### src/rtl/azimuth_scan_gen.sv
// Azimuth generator on the ACP clock: programmable count per revolution,
// CW/CCW rotation, bidirectional sector scan, blanking sector and revolution count.
module azimuth_scan_gen #(
  parameter int AZ_W         = 12,
  parameter int REV_W        = 16,
  parameter int DEFAULT_ACPS = 4096
) (
  input  logic             clk_ACP,
  input  logic             rst,
  input  logic             enable,
  input  logic             mode,
  input  logic             dir,
  input  logic [AZ_W-1:0]  acp_per_rev,
  input  logic [AZ_W-1:0]  sec_start,
  input  logic [AZ_W-1:0]  sec_end,
  input  logic             blank_en,
  input  logic [AZ_W-1:0]  blank_start,
  input  logic [AZ_W-1:0]  blank_end,
  output logic [AZ_W-1:0]  azimuth,
  output logic             arp,
  output logic [REV_W-1:0] rev_count,
  output logic             scan_dir,
  output logic             blank,
  output logic             cfg_err
);

  localparam logic [AZ_W-1:0] DEF_NM1 = AZ_W'(DEFAULT_ACPS - 1);

  typedef enum logic [2:0] {
    IDLE,
    RUN_CW,
    RUN_CCW,
    SEEK,
    SWEEP_UP,
    SWEEP_DN
  } state_t;

  state_t          state;
  state_t          eff;
  state_t          nxt_state;
  logic [AZ_W-1:0] nm1;        // active count per revolution minus one
  logic [AZ_W-1:0] req_nm1;
  logic [AZ_W-1:0] nxt_az;
  logic            req_bad;
  logic            sec_valid;
  logic            in_sector;
  logic            nxt_arp;
  logic            lat_pt;
  logic            nxt_blank;

  always_comb begin
    req_nm1   = acp_per_rev - AZ_W'(1);   // 0 encodes 2^AZ_W, so N-1 is all ones
    req_bad   = (acp_per_rev == AZ_W'(1));
    sec_valid = (sec_start < sec_end) && (sec_end <= nm1);
    in_sector = (azimuth >= sec_start) && (azimuth <= sec_end);

    // Mode/validity changes while running re-map the behaviour of this edge,
    // so the step below always uses the mode actually requested now.
    eff = state;
    if (!mode) begin
      eff = dir ? RUN_CCW : RUN_CW;
    end else if (!sec_valid) begin
      eff = RUN_CW;
    end else begin
      case (state)
        RUN_CW, RUN_CCW:    eff = (azimuth == sec_start) ? SWEEP_UP : SEEK;
        SWEEP_UP, SWEEP_DN: if (!in_sector) eff = SEEK;
        default:            eff = state;
      endcase
    end

    nxt_state = eff;
    nxt_az    = azimuth;
    nxt_arp   = 1'b0;
    lat_pt    = 1'b0;

    if (!enable) begin
      nxt_state = IDLE;
    end else if (state == IDLE) begin
      if (!mode)
        nxt_state = dir ? RUN_CCW : RUN_CW;
      else if (!sec_valid)
        nxt_state = RUN_CW;
      else
        nxt_state = (azimuth == sec_start) ? SWEEP_UP : SEEK;
    end else begin
      case (eff)
        RUN_CW, SEEK: begin
          if (azimuth == nm1) begin
            nxt_az  = '0;
            nxt_arp = 1'b1;
            lat_pt  = 1'b1;
          end else begin
            nxt_az = azimuth + AZ_W'(1);
          end
          if (eff == SEEK && nxt_az == sec_start)
            nxt_state = SWEEP_UP;
        end
        RUN_CCW: begin
          if (azimuth == '0) begin
            nxt_az = nm1;
            lat_pt = 1'b1;
          end else begin
            nxt_az = azimuth - AZ_W'(1);
            if (nxt_az == '0) begin
              nxt_arp = 1'b1;
              lat_pt  = 1'b1;
            end
          end
        end
        SWEEP_UP: begin
          if (azimuth >= sec_end) begin
            nxt_az    = sec_end - AZ_W'(1);
            nxt_state = SWEEP_DN;
          end else begin
            nxt_az = azimuth + AZ_W'(1);
          end
        end
        SWEEP_DN: begin
          if (azimuth <= sec_start) begin
            nxt_az    = sec_start + AZ_W'(1);
            nxt_state = SWEEP_UP;
            nxt_arp   = 1'b1;
          end else begin
            nxt_az = azimuth - AZ_W'(1);
          end
        end
        default: nxt_state = IDLE;
      endcase
    end

    if (blank_start <= blank_end)
      nxt_blank = blank_en && (nxt_az >= blank_start) && (nxt_az <= blank_end);
    else
      nxt_blank = blank_en && ((nxt_az >= blank_start) || (nxt_az <= blank_end));
  end

  always_ff @(posedge clk_ACP or posedge rst) begin
    if (rst) begin
      state     <= IDLE;
      azimuth   <= '0;
      arp       <= 1'b0;
      rev_count <= '0;
      scan_dir  <= 1'b0;
      blank     <= 1'b0;
      cfg_err   <= 1'b0;
      nm1       <= DEF_NM1;
    end else begin
      state    <= nxt_state;
      azimuth  <= nxt_az;
      arp      <= nxt_arp;
      scan_dir <= (nxt_state == RUN_CCW) || (nxt_state == SWEEP_DN);
      blank    <= nxt_blank;
      if (nxt_arp)
        rev_count <= rev_count + REV_W'(1);
      if (req_bad || (mode && !sec_valid))
        cfg_err <= 1'b1;
      // A new count is only taken if the azimuth it leaves behind is in range.
      if (!req_bad && (state == IDLE || lat_pt) && (nxt_az <= req_nm1))
        nm1 <= req_nm1;
    end
  end

endmodule

### config.mk
export PLATFORM = sky130hd
export DESIGN_NAME = azimuth_scan_gen
export DESIGN_NICKNAME = d
export VERILOG_FILES = /design/src/rtl/azimuth_scan_gen.sv
export SDC_FILE = /design/constraint.sdc
export NUM_CORES = 1
export LEC_CHECK = 0
export CORE_MARGIN = 2
export CORE_UTILIZATION = 45
export DETAILED_ROUTE_END_ITERATION = 7
export GPL_ROUTABILITY_DRIVEN = 0
export PLACE_DENSITY = 0.66
export SETUP_SLACK_MARGIN = 0.15
export SYNTH_ARGS = -nofsm -noshare
export SYNTH_HDL_FRONTEND = slang
export SYNTH_SLANG_ARGS = --single-unit
export TNS_END_PERCENT = 100
### constraint.sdc
create_clock -name clk_ACP -period 5.9 [get_ports clk_ACP]
set_input_delay 0.885 -clock clk_ACP [delete_from_list [all_inputs] [get_ports clk_ACP]]
set_output_delay 0.885 -clock clk_ACP [all_outputs]
set_load 0.05 [all_outputs]
After elaboration in Yosys (flattened, before gate mapping)
Cells that the tools add are included.

Input bits: 66. Word-level logic and storage cells: 96. Output and inout port bits: 32. Register bits: 47.

Magnitude comparators: 10. Equal/unequal tests: 15. $add $sub $neg: 6. Reduce and logical (&&, ||, !) cells: 21. Muxes and demuxes: 36.

Operators by type and width (count): 2-to-1 mux 12 bit (9); less-or-equal comparator 12 bit (6); one-hot mux 12 bit (4 select lines) (1); == test 12 bit (3); greater-or-equal comparator 12 bit (3); subtractor 12 x 1 -> 12 bit, second input constant (3); 2-to-1 mux 3 bit (11); adder 12 x 1 -> 12 bit, second input constant (2); logical NOT 12 bit (2); adder 16 x 1 -> 16 bit, second input constant (1); == test 3 bit, second input constant (5); == test 12 x 1 -> 1 bit, second input constant (1); == test 3 x 2 -> 1 bit, second input constant (4); less-than comparator 12 bit (1); one-hot mux 3 bit (4 select lines) (1); 2-to-1 mux 1 bit (10); logical AND 1 bit (9); == test 3 x 1 -> 1 bit, second input constant (2); one-hot mux 3 bit (2 select lines) (1); OR reduction 2 bit (3); logical OR 1 bit (4); logical NOT 3 bit (1); one-hot mux 1 bit (3 select lines) (1); logical NOT 1 bit (2); other kinds (2) (2).

Logic depth before layout (Yosys ltp)
Gate-level depths: netlist (run 1).

Word-level depth: 19. Mapped depth: 25. Gate-level depth less buffers: 21.

Worst setup path after synthesis (run 1)
Ideal clock, no wire load.

Path type: input-to-reg. Start point: in sec_start[8]. End point: reg nm1[11]. Slack: 0.195 ns. Library setup time: 0.075 ns. Required time: 5.825 ns. Arrival time: 5.630 ns. Stages: 24. Path buffers: 4. Cells stage by stage: clkbuf_1 inv_1 ha_1 nand4_1 or3_1 maj3_2 o32a_1 clkbuf_1 nor4b_1 clkbuf_1 and2_1 a222oi_1 a31oi_1 ha_1 nor2b_1 o21ai_0 nand2b_1 a21oi_1 or3_1 o211ai_1 a21oi_1 o21ai_1 buf_2 mux2i_1.

Elaborated cells between the ends (all ways): 29. Classes of those cells: add/sub: 1; order compare: 4; eq/ne: 6; mux: 12; reduce/logical: 6.

RTL lines: start, declared (line 14) `input logic [AZ_W-1:0] sec_start,`; greater-or-equal comparator 12 bit (line 55) `in_sector = (azimuth >= sec_start) && (azimuth <= sec_end);`; logical AND 1 bit (line 55); 2-to-1 mux 3 bit (line 67) `SWEEP_UP, SWEEP_DN: if (!in_sector) eff = SEEK;`; one-hot mux 3 bit (2 select lines) (line 65) `case (state)`; 2-to-1 mux 3 bit (line 62) `end else if (!sec_valid) begin`; 2-to-1 mux 3 bit (line 60) `if (!mode) begin`; == test 3 x 2 -> 1 bit / == test 3 x 1 -> 1 bit (equally long branches) (line 87) `case (eff)`; OR reduction 2 bit (line 87); one-hot mux 12 bit (4 select lines) * (line 87); 2-to-1 mux 12 bit * (line 79) `end else if (state == IDLE) begin`; 2-to-1 mux 12 bit * (line 77) `if (!enable) begin`; via nxt_az[1] (line 43) `logic [AZ_W-1:0] nxt_az;`; less-or-equal comparator 12 bit * (line 159) `if (!req_bad && (state == IDLE || lat_pt) && (nxt_az <= req_nm1))`; logical AND 1 bit * (line 159); end signal, assigned (line 160) `nm1 <= req_nm1;`; end, declared (line 41) `logic [AZ_W-1:0] nm1;`.

Mark *: on every way through the listed nets, which the timed path passes. The rest lies on a longest branch. A chain may end at the register's enable or synchronous reset.

Final worst setup path (run 1)
Start point: in sec_start[1]. End point: reg blank.

Cells in the longest elaborated chain, start to end: 15. Elaborated cells between the ends (all ways): 29. Classes of those cells: add/sub: 1; order compare: 5; eq/ne: 6; mux: 10; reduce/logical: 7.

RTL lines: greater-or-equal comparator 12 bit (line 55); logical AND 1 bit (line 55); 2-to-1 mux 3 bit (line 67); one-hot mux 3 bit (2 select lines) (line 65); 2-to-1 mux 3 bit (line 62); 2-to-1 mux 3 bit (line 60); == test 3 x 2 -> 1 bit / == test 3 x 1 -> 1 bit (equally long branches) (line 87); OR reduction 2 bit (line 87); one-hot mux 12 bit (4 select lines) * (line 87); 2-to-1 mux 12 bit * (line 79); 2-to-1 mux 12 bit * (line 77); via nxt_az[6] (line 43); greater-or-equal comparator 12 bit / less-or-equal comparator 12 bit (equally long branches) (line 133, 135); logical OR 1 bit / logical AND 1 bit (equally long branches) (line 135, 133); logical AND 1 bit, on equally long branches (line 135, 133); 2-to-1 mux 1 bit * (line 132) `if (blank_start <= blank_end)`; via nxt_blank (line 49) `logic nxt_blank;`; end signal, assigned (line 153) `blank <= nxt_blank;`; end, declared (line 23) `output logic blank,`.

Marked as above.

==> results of run 1 <==
-- final timing paths --
kind / endpoint / slack [ns] / depth (start not counted)
min: rev_count[15] / 0.47 / 1
min reg2reg: rev_count[15] / 0.47 / 1
max: blank / 0.18 / 25
max reg2reg: blank / 0.61 / 23
max in group asynchronous: azimuth[3] / 4.13 / 2
min in group asynchronous: blank / 1.14 / 2
-- final cells by class --
class	count	area (um2)	share of cell area [%]
clock buffers	6	128.9	1.394
clock inverters	2	12.51	0.1353
inverters	70	262.8	2.842
multi-input cells	665	5413	58.54
flip-flops and latches	47	1191	12.88
well taps	184	230.2	2.490
repair buffers	225	2008	21.72
-- power groups by stage --
stage               Clock, uW  Sequential (uW)  Combinational [uW]
floorplan                   0              661                1320
global placement            0              573                2280
detailed placement          0              574                2350
CTS                       289              569                2370
global route              301              595                2900
finish                    288              590                2700
-- metrics by stage --
stage          TNS [ns]  instances
6_report              0       1199
5_1_grt        -0.01249       1199
4_1_cts               0       1187
3_5_place_dp     -2.134       1179
3_3_place_gp    -0.7013       1179
2_1_floorplan         0        812
-- registers in the layout, indices dropped and copies added, names as in the netlist --
signal / count
nm1: 12
scan_dir: 1
rev_count: 16
arp: 1
state: 3
azimuth: 12
blank: 1
cfg_err: 1
-- synth_stat cells, types with 3 or more instances --
master     instances
ha_1             103
inv_1             70
xnor2_1           49
nand2_1           40
a21oi_1           39
nor2_1            39
nand4_1           36
dfrtp_1           35
nand3_1           34
o21ai_0           30
nor3_1            29
clkbuf_1          24
xor2_1            23
a21o_1            21
mux2i_1           16
nor4_1            16
o211ai_1          16
or3_1             13
a211oi_1          12
dfstp_2           12
and3_1            11
nand2b_1          11
nor2b_1           10
o21a_1             9
nor4b_1            7
o31a_1             7
o31ai_1            7
a22o_1             6
and2_1             6
mux2_2             6
or4_1              6
a31oi_1            5
o2111ai_1          5
a211o_1            4
a22oi_1            4
nand3b_1           4
a221o_1            3
a221oi_1           3
buf_1              3
o21ai_1            3
or2_2              3
-- cell families (layout without fill, tap and decap cells) --
logic type	count (synthesis)	count (layout)
AND/OR/NAND/NOR	270	270
AO/OA/AOI/OAI	196	196
adder cells (fa/ha/maj)	104	104
buffers and inverters	100	303
XOR/XNOR	73	73
flip-flops	47	47
multiplexers	22	22
-- worst register-to-register path: stages, from the launching register on --
cell	delay, ns
dfrtp_1	0.60
ha_4	0.38
nand4_1	0.09
buf_4	0.16
or3_4	0.34
maj3_2	0.31
o32a_1	0.42
buf_6	0.18
nor4b_4	0.33
buf_2	0.29
buf_4	0.15
o211ai_1	0.08
o2111ai_1	0.08
a22o_1	0.28
buf_4	0.17
ha_1	0.24
a21o_1	0.17
a21o_1	0.17
a21oi_1	0.14
nor2b_1	0.06
o21ai_1	0.16
a21oi_2	0.10
a211oi_2	0.21
o21a_1	0.13
-- repair_timing --
| action | CTS | global route |
|---|---|---|
| resized for setup | 5 | 82 |
| gates cloned | 0 | 1 |
| setup endpoints to repair | 8 | 13 |
| pin swaps | 0 | 37 |
| setup buffers | 0 | 11 |
-- metal layers --
metal	part of all wire (%)	global-route usage, %	vias to the layer above
met2	47	52.69	413
met5	0	0	-
met1	39	37.77	3548
li1	-	-	3441
met3	7.7	3.380	131
met4	6.8	17.52	0
==> run metrics, run 1 <==
Final Cycle Share 96.96%; setup violators final 0; Row Count 44; top post-synthesis cells by area ha_1, dfrtp_1, xnor2_1; Placement Cell Area 8563 um2; layout net count 1183; post-synthesis compound-gate area fraction 20.94%; core outline area 14420 um2; most common cell after layout, fill and taps aside buf_4; arrival time worst endpoint 5.96 ns; Mapped Cells a little over 800; delay-heaviest family, CP compound AO/OA/AOI/OAI gates; Comb power frac 75.5%; Routed WL 25570 um; CTS buffer count 5; endpoint class of the critical path register; Synth Net Count 981; hpwl dp between 20000 and 25000 um; grt ovf 0; antenna violations before repair 0; min cycle time layout 5.720 ns; number of enable flip-flop cells after synthesis 0; residual DRC count 0; ys flop type dfrtp_1; Netlist Area Pre-Place 6601 um2; Clock Skews roughly 0.0065 ns; Worst setup startpoint sec_start[1]; HP Start rev_count[15]; clk sinks 47; Pint 1805 uW; power per cell area 387.1 nW/um2; vias in the first global route 7526; DR pass1 iterations 7; Crit Path Category primary input to register; largest family of logic cells by synthesized area simple AND/OR/NAND/NOR gates; area delta synth->final 40.07%; share of the synthesized area in the top cell type 19.52%; final hold slack 0.4685 ns; largest net degree at the start of global routing between 40 and 50; most frequent cells in the layout buf_4, ha_1, clkdlybuf4s50_1, inv_1, xnor2_1; Port-buffer cells 97; Die X 125.1 um; outcome finished, final reports clean; Fmax 174.8 MHz; WP data required 6.14 ns; Syn Area/Cell 8.130 um2; area leader, netlist ha_1; CTS tree built; chip height 125.1 um; ANT nets after route 0; diodes inserted 0; layout cell share with drive strength beyond 1 21.67%; YS warnings 0; clock-pin slew on the worst setup and hold paths ~0.070 ns; fin util between 60% and 70%; WL/cell 21.33 um; crit path max fanout 7; Power Total 3580 uW; maxcap violations 0; Slew HR 33.73%; Worst VDD drop 193.0 uV; sw frac between 40% and 50%; Die ar. 15660 um2; Starting Density about 46%; setup ws final 0.1796 ns; post-synthesis xor/xnor area fraction 9.894%; Max clock buf depth 2; startpoint class of the critical path primary input; final-report max-slew violation count 0; Clock Tree Root clkbuf_16; Clock power frac ~8%; Post-Synth Simple-Gate Area 22.14%; async set or reset register ratio after synthesis 100.0%; Static Leak 0.004202 uW; pre-CTS setup slack -0.3610 ns; first-pass GRT wire length 38880 um; I/O pin cnt 98; overall routing resource usage between 30% and 40%; CP most frequent cell buf_4; final instance area 9246 um2; register area share after synthesis 18.04%; Psw 1774 uW; # fillers 1240; number of library cell types mapped by synthesis 68; share of power burned in registers approximately 17%; Adder-Cell Fraction of Synth Area 19.69%; CTS HTree Levels 2; final hold vios 0; 1st-iter DRT viols ~640; worst-margin pin slew 0.9926 ns; critical path's largest stage delay roughly 0.5 ns; Hold-fix buffers, CTS 0; WP buf/inv 7; Vias/cell 6.283; Slowest-stage cell, CP clkdlybuf4s50_1; Hold Crit Class register to register; routed via count 7533; post-synthesis mux area share 3.450%; R2R Path Start azimuth[1]; Worst-Skew Late Latency around 0.3 ns; Seq cells post-synth 47
Power figures use the tool's default switching activity.
==> run 2, diff against run 1 <==
--- a/config.mk
+++ b/config.mk
@@ -5,11 +5,14 @@
 export SDC_FILE = /design/constraint.sdc
 export NUM_CORES = 1
 export LEC_CHECK = 0
+export CELL_PAD_IN_SITES_DETAIL_PLACEMENT = 1
+export CELL_PAD_IN_SITES_GLOBAL_PLACEMENT = 2
 export CORE_MARGIN = 2
-export CORE_UTILIZATION = 45
+export CORE_UTILIZATION = 33
+export CTS_BUF_LIST = sky130_fd_sc_hd__clkbuf_16
 export DETAILED_ROUTE_END_ITERATION = 7
 export GPL_ROUTABILITY_DRIVEN = 0
-export PLACE_DENSITY = 0.66
+export PLACE_DENSITY = 0.8
 export SETUP_SLACK_MARGIN = 0.15
 export SYNTH_ARGS = -nofsm -noshare
 export SYNTH_HDL_FRONTEND = slang
==> run 2 against run 1 <==
Non-clock buffer count is 33 higher. Final cell count increased by 9.6%. Clock power grew 38%. Critical endpoint is now nm1[7]. Sequential power is 1% higher. Worst hold slack improved by 0.0075 ns. Clock skew up 0.0020 ns. Routed wire length grew 11%. Fmax up 2.3%. Core utilization shrank 15 points. Setup slack gained 0.13 ns. Power rose by 5.7%.
==> run metrics, run 2 (synthesis results as in run 1) <==
outcome finished, final reports clean; Starting Density 33.81% (-12 points); Slew HR 27.09% (-6.6 points); WL/cell 21.53 um (+0.94%); Port-buffer cells 97 (unchanged); CTS HTree Levels 2 (unchanged); min cycle time layout 5.593 ns (-0.1273 ns); routed via count 7449 (-1.1%); final hold vios 0 (unchanged); endpoint class of the critical path register; HP Start cfg_err; Hold Crit Class register to register; Slowest-stage cell, CP clkdlybuf4s50_1; worst-margin pin slew 1.092 ns (+0.09953 ns); diodes inserted 0 (unchanged); CP most frequent cell buf_4; power per cell area 397.1 nW/um2 (+2.6%); delay-heaviest family, CP buffers and inverters; fin util 48.80% (-15 points); met3 usage 2.288% (-1.1 points); DR pass1 iterations 5 (-2); Die X 145.4 um (+16%); met2 GRT Util 43.89% (-8.8 points); gr busiest metal met2; overall routing resource usage 25.93% (-4.9 points); Clock Skews 0.008464 ns (+0.001964 ns); layout cell share with drive strength beyond 1 22.69% (+1.0 points); Routed WL 28290 um (+11%); layout net count 1217 (+2.9%); clk sinks 47 (unchanged); Row Count 51 (+16%); core outline area 19530 um2 (+35%); most common cell after layout, fill and taps aside buf_4; Clock Tree Root clkbuf_16; Reg-to-Reg End nm1[7]; critical path's largest stage delay 0.55 ns (+0.05 ns); R2R Path Start azimuth[8]; Register-to-Register Path Depth 21 (-8.7%); Worst-Skew Late Latency 0.31 ns (about the same); Static Leak 0.004350 uW (+3.5%); Worst VDD drop 188.9 uV (-2.1%); area delta synth->final 44.33%; vias in the first global route 7829 (+4.0%); Max clock buf depth 2 (unchanged); crit path max fanout 9 (+2); CTS buffer count 5 (unchanged); max reg flops 16 (unchanged); 1st-iter DRT viols 420 (-34%); arrival time worst endpoint 5.83 ns (-0.13 ns); CTS tree built; grt ovf 0 (unchanged); chip height 145.4 um (+16%); final-report max-slew violation count 0 (unchanged); clock-pin slew on the worst setup and hold paths 0.07 ns (about the same); most frequent cells in the layout buf_4, ha_1, clkdlybuf4s50_1, inv_1, xnor2_1; residual DRC count 0 (unchanged); Final Cycle Share 94.80% (-2.2 points); startpoint class of the critical path primary input; largest net degree at the start of global routing 48 (unchanged); hold endpoint cfg_err; met1 Track Usage GR 33.76% (-4.0 points); ANT nets after route 0 (unchanged); setup violators final 0 (unchanged); Regs by FF count rev_count x16, azimuth x12, nm1 x12; hpwl dp 22840 um (+13%); WP data required 6.14 ns (about the same); WP buf/inv 8 (+1); worst reg-to-reg setup slack 0.84 ns (+0.23 ns); RSZ-0062 raised after global routing false; first-pass GRT wire length 43400 um (+12%); antenna violations before repair 0 (unchanged); Vias/cell 5.669 (-9.8%); Fmax 178.8 MHz (+2.3%); Power Total 3783 uW (+5.7%); maxcap violations 0 (unchanged); Crit Path Category primary input to register; I/O pin cnt 98 (unchanged); register with the most flip-flops rev_count; Hold Crit Depth 1 (unchanged); Die ar. 21150 um2 (+35%)
[run 2: power breakdown]
group / switching, uW / internal, uW
registers: 153 / 445
clock network: 150 / 246
logic: 1550 / 1240
total: 1850 / 1930
[run 2: worst max-delay path by stage]
stage	start	end	cells after the start
2_1_floorplan	sec_start[8]	nm1[11]	24
3_3_place_gp	sec_end[7]	blank	25
6_report	sec_end[10]	nm1[7]	26
3_5_place_dp	sec_end[7]	blank	25
4_1_cts	sec_end[6]	blank	24
5_1_grt	sec_end[11]	blank	24
[run 2: what timing repair did]
action / in CTS / in global routing
hold buffers: 0 / 0
buffers inserted: 3 / 18
pin swaps: 4 / 23
endpoints found under the setup margin: 13 / 13
gates resized for setup: 15 / 50
gates cloned: 0 / 2
[run 2: per-layer routing]
metal | vias up | part of all wire (%)
met3 | 72 | 5.1
li1 | 3526 | -
met1 | 3575 | 43
met4 | 0 | 4.6
met2 | 276 | 47
met5 | - | 0
[run 2: cell type report]
cell class / count / area [um2]
Inverter: 70 / 262.8
Clock buffer: 5 / 125.1
Clock inverter: 3 / 71.32
Timing Repair Buffer: 258 / 2231
Fill cell: 2393 / 9998
Sequential cell: 47 / 1191
Multi-Input combinational cell: 666 / 5315
Tap cell: 265 / 331.6
[run 2: metrics by stage]
step | hold slack, ns | setup TNS (ns) | cells | instance area [um2] | setup WS [ns]
after floorplan | 0.4837 | 0 | 812 | 6601 | 0.1954
after global routing | 0.5163 | 0 | 1314 | 9528 | 0.06662
final | 0.4760 | 0 | 1314 | 9528 | 0.3069
after detailed placement | 0.4628 | -4.971 | 1283 | 8837 | -0.5339
after CTS | 0.4818 | 0 | 1294 | 9104 | 0.1581
after global placement | 0.4605 | -3.568 | 1283 | 8837 | -0.4945
[run 2: worst register-to-register path, delay by kind of cell (launching register included)]
| kind | cells | cell delay, ns |
|---|---|---|
| compound gates | 7 | 1.34 |
| simple gates | 5 | 1.15 |
| buf+inv | 6 | 1.09 |
| fa+ha+maj | 2 | 0.67 |
| flops | 1 | 0.56 |
| mux | 1 | 0.21 |
